`src/rtl/stream_mux_rr.sv`:
```
// N_CH:1 stream multiplexer with fixed-select or round-robin grant and a registered output beat.
// Define STREAM_MUX_PKT_LOCK_EN to hold the grant on one channel until its in_last beat.
module stream_mux_rr #(
  parameter  int N_CH  = 4,
  parameter  int W     = 8,
  localparam int SEL_W = $clog2(N_CH)
) (
  input  logic                clk,
  input  logic                rst_n,
  input  logic                mode,
  input  logic [SEL_W-1:0]    sel,
  input  logic [N_CH-1:0]     in_valid,
  input  logic [N_CH*W-1:0]   in_data,
  input  logic [N_CH-1:0]     in_last,
  output logic [N_CH-1:0]     in_ready,
  output logic                out_valid,
  output logic [W-1:0]        out_data,
  output logic                out_last,
  output logic [SEL_W-1:0]    out_ch,
  input  logic                out_ready
);

  logic [SEL_W-1:0] rr_ptr;
  logic [SEL_W-1:0] gnt_idx;
  logic [SEL_W-1:0] cand_idx;
  logic             gnt_vld;
  logic [W-1:0]     gnt_data;
  logic             gnt_last;
  logic             load;
  logic             xfer;
  logic             lock_act;
  logic [SEL_W-1:0] lock_ch;

  assign load = ~out_valid | out_ready;

  // Round-robin scans from the farthest candidate down so the nearest one after rr_ptr wins.
  always_comb begin
    gnt_vld  = 1'b0;
    gnt_idx  = '0;
    cand_idx = '0;
    if (lock_act) begin
      gnt_vld = in_valid[lock_ch];
      gnt_idx = lock_ch;
    end else if (!mode) begin
      if (int'(sel) < N_CH) begin
        gnt_vld = in_valid[sel];
        gnt_idx = sel;
      end
    end else begin
      for (int k = N_CH; k >= 1; k--) begin
        cand_idx = SEL_W'((int'(rr_ptr) + k) % N_CH);
        if (in_valid[cand_idx]) begin
          gnt_vld = 1'b1;
          gnt_idx = cand_idx;
        end
      end
    end
  end

  always_comb begin
    gnt_data = '0;
    gnt_last = 1'b0;
    in_ready = '0;
    for (int i = 0; i < N_CH; i++) begin
      if (gnt_idx == SEL_W'(i)) begin
        gnt_data = in_data[i*W +: W];
        gnt_last = in_last[i];
      end
      in_ready[i] = rst_n & load & gnt_vld & (gnt_idx == SEL_W'(i));
    end
  end

  assign xfer = |in_ready;

  // Output beat register: loads on a transfer, clears when drained with nothing new.
  always_ff @(posedge clk) begin
    if (!rst_n) begin
      out_valid <= 1'b0;
      out_data  <= '0;
      out_last  <= 1'b0;
      out_ch    <= '0;
      rr_ptr    <= SEL_W'(N_CH - 1);
    end else if (load) begin
      out_valid <= xfer;
      if (xfer) begin
        out_data <= gnt_data;
        out_last <= gnt_last;
        out_ch   <= gnt_idx;
        if (mode) rr_ptr <= gnt_idx;
      end
    end
  end

`ifdef STREAM_MUX_PKT_LOCK_EN
  always_ff @(posedge clk) begin
    if (!rst_n) begin
      lock_act <= 1'b0;
      lock_ch  <= '0;
    end else if (xfer) begin
      lock_act <= ~gnt_last;
      lock_ch  <= gnt_idx;
    end
  end
`else
  assign lock_act = 1'b0;
  assign lock_ch  = '0;
`endif

endmodule

```
`config.mk`:
```
export PLATFORM = sky130hd
export DESIGN_NAME = stream_mux_rr
export DESIGN_NICKNAME = d
export VERILOG_FILES = /design/src/rtl/stream_mux_rr.sv
export SDC_FILE = /design/constraint.sdc
export NUM_CORES = 1
export LEC_CHECK = 0
export BUFFER_PORTS_ARGS = -buffer_cell sky130_fd_sc_hd__buf_2
export CAP_MARGIN = 40
export CORE_UTILIZATION = 45
export CTS_CLUSTER_SIZE = 28
export DETAILED_ROUTE_END_ITERATION = 6
export HOLD_SLACK_MARGIN = 0.06
export PLACE_DENSITY = 0.79
export SLEW_MARGIN = 20
export SYNTH_ARGS = -nofsm -noshare
export SYNTH_HDL_FRONTEND = slang
export SYNTH_SLANG_ARGS = --single-unit
export TNS_END_PERCENT = 20
```
`constraint.sdc`:
```
create_clock -name clk -period 2.9 [get_ports clk]
set_clock_uncertainty 0.2 [all_clocks]
set_input_delay 0.58 -clock clk [delete_from_list [all_inputs] [get_ports clk]]
set_output_delay 0.58 -clock clk [all_outputs]
set_load 0.01 [all_outputs]
```
==> metrics.txt <==
RSZ-0062 raised after global routing false; Int Power 0.387 mW; Post-Syn Area 1230 um2; # clock sinks 14; Synth cell types 44; mux cell area share after synthesis 0.0508; status finished clean; compound-cell area share of the yosys netlist 0.330; Max-Cap Viols 0; largest net degree at the start of global routing 20; Leak 0.762 nW; final period utilization 0.965; DP Worst Slack 0.0877 ns; Combinational Power Share 0.420; Setup crit end kind output pin; Seq/Total Area, Yosys 0.227; Net Count, Synth 190; flops & latches, synth 14; max-slew violation count 0; nets 249; Final Hold Vio Count 0; Resized Gates After CTS 0; synth top area cells dfxtp_1 23%, o221a_2 7.3%, a221oi_1 7.1%; P&R area growth vs syn 24.3%; Yosys top cell area share 0.227; final WL 3.28 mm; Core Box Area 2520 um2; adder-cell share of the synthesized area 0; DR pass1 iterations 4; CTS tree yes; clock network fraction of design power 0.181; CP arrival 2.02 ns; Slowest-stage cell, CP mux4_1; Critical Path Source Type input port; cts hold-fix bufs 0; R2R depth 6; crit-path max cell delay 0.52 ns; Post-Synth Simple-Gate Area 0.259; Post-Route Setup TNS 0 ns; n_diodes 0; Worst-Skew Late Latency 0.27 ns; clock buffer depth 2; Post-Syn Area per Cell 8.56 um2; CP Max Fanout 13; Cells after Synth 144; grt ovf 0; Die Area 2950 um2; Worst Hold Class reg -> reg; fraction of layout cells with a size suffix above 1 0.438; post-CTS setup buffers 0; min Tclk post-route 2.80 ns; # setup viols final 0; Top cell by count, worst path buf_2; Synth Flop Type dfxtp_1; Psw 0.202 mW; WHS Path Cells 2; main combinational cell family by area after synthesis compound AO/OA/AOI/OAI gates; IO Count 62; Worst Tran Pin Value 0.495 ns; Num CTS Buffers 3; reg2reg end out_data[2]; Starting DRT DRC Count 31; largest area contributor in the netlist dfxtp_1; Final Total Pwr 0.589 mW; root buffer cell clkbuf_4; Detail Placement HPWL 2.63 mm; WL/cell 14.2 um; vias in the first global route 1171; Worst Hold Launch out_data[3]; RePlAce Congestion 0.802; Worst VDD drop 0.000256 V; post-route ant nets 0; switch share 0.343; vias per cell 5.69; Req. time, crit path 2.12 ns; Pwr Density 385 nW/um2; Synth warnings 0; launching point of the worst reg2reg path rr_ptr[0]; DRC 0; IO buf count 61; kind of critical path in -> out; Die X 54.3 um; hold endpoint out_data[3]; Post-synth EDFFs 0; Initial Util 0.489; DIE HEIGHT 54.3 um; first-pass GRT wire length 4.99 mm; commonest non-fill, non-tap cells in the layout 61 x buf_2, 14 x dfxtp_1, 13 x nand2_1; Max-Slew Margin vs Limit 0.670; FMAX 357 MHz; Async SR Flop Fraction 0; initial antenna violation count 0; vias 1314; Row Count 18; final worst slack 0.102 ns; CP cell instances buf_2 -> mux4_1 -> mux2_4 -> nand3_4 -> or2_4 -> nor2_1 -> buf_2; leading cell type in the layout, fill and taps excluded buf_2; H-Tree Depth 1; overall fraction of global-route tracks in use 0.230; Worst-path clk slew 0.08 ns; Flop pwr share 0.398; R2R setup slack 0.83 ns; XOR/XNOR share of the synthesized area 0
[flip-flops by register name (all words and copies together), names as in the netlist]
| signal | flops |
|---|---|
| out_data | 8 |
| out_last | 1 |
| out_ch | 2 |
| out_valid | 1 |
| rr_ptr | 2 |
[power groups by stage]
stage                     logic, mW  clock network, mW  registers (mW)
after floorplan               0.162                  0           0.246
after global routing          0.274              0.115           0.239
after CTS                     0.249              0.109           0.235
final                         0.248              0.107           0.235
after detailed placement      0.248                  0           0.239
after global placement        0.239                  0           0.238
[stage by stage]
stage | instances | area, um2 | util | hold slack, ns
6_report | 231 | 1530 | 0.607 | 0.272
5_1_grt | 231 | 1530 | 0.607 | 0.298
4_1_cts | 231 | 1530 | 0.607 | 0.273
3_5_place_dp | 228 | 1510 | 0.598 | 0.262
3_3_place_gp | 228 | 1510 | 0.598 | 0.251
2_1_floorplan | 144 | 1230 | - | 0.289
[synthesized netlist by cell type (all sizes together) (2+ instances only)]
cell	instances
mux2	2
nand2b	5
a221oi	11
nand3	10
dfxtp	14
and2b	2
and2	11
buf	13
o31ai	9
nor2b	2
nor3b	2
a21oi	2
a21boi	2
nor2	4
inv	12
o221ai	3
o221a	10
nand2	13
nor3	2
[cell families (layout without fill, tap and decap cells)]
group	count (synthesis)	count (layout)
AOI/OAI and AO/OA	44	44
buffers and inverters	26	83
DFF	14	14
muxes	4	4
and+or+nand+nor	56	56
[metal layers]
| metal | global-route usage | share of wire | wire length, um |
|---|---|---|---|
| met1 | 0.282 | 0.42 | 1380 |
| met2 | 0.415 | 0.52 | 1700 |
| met3 | 0.0167 | 0.056 | 183 |
| met4 | 0.0812 | 0.0046 | 15 |
| met5 | 0 | 0 | 0 |
[final cells by class]
| type | count | area [um2] |
|---|---|---|
| clock buffer | 3 | 22.5 |
| fill | 228 | 991 |
| inverter | 12 | 45.0 |
| multi-input combinational | 104 | 788 |
| sequential | 14 | 280 |
| tap | 30 | 37.5 |
| timing repair buffer | 68 | 358 |
[worst max-delay path by stage]
stage / slack (ns) / startpoint / to
2_1_floorplan: 0.28 / in_valid[3] / in_ready[0]
3_3_place_gp: 0.14 / in_valid[1] / in_ready[1]
3_5_place_dp: 0.09 / in_valid[1] / in_ready[0]
4_1_cts: 0.09 / in_valid[1] / in_ready[0]
5_1_grt: 0.03 / in_valid[1] / in_ready[1]
6_report: 0.10 / in_valid[1] / in_ready[0]
[critical path, delay by kind of cell]
family,cells,cell delay [ns]
mux,2,0.82
buf+inv,2,0.28
simple gates,3,0.34
No activity file was read; power rests on OpenSTA's default activity.
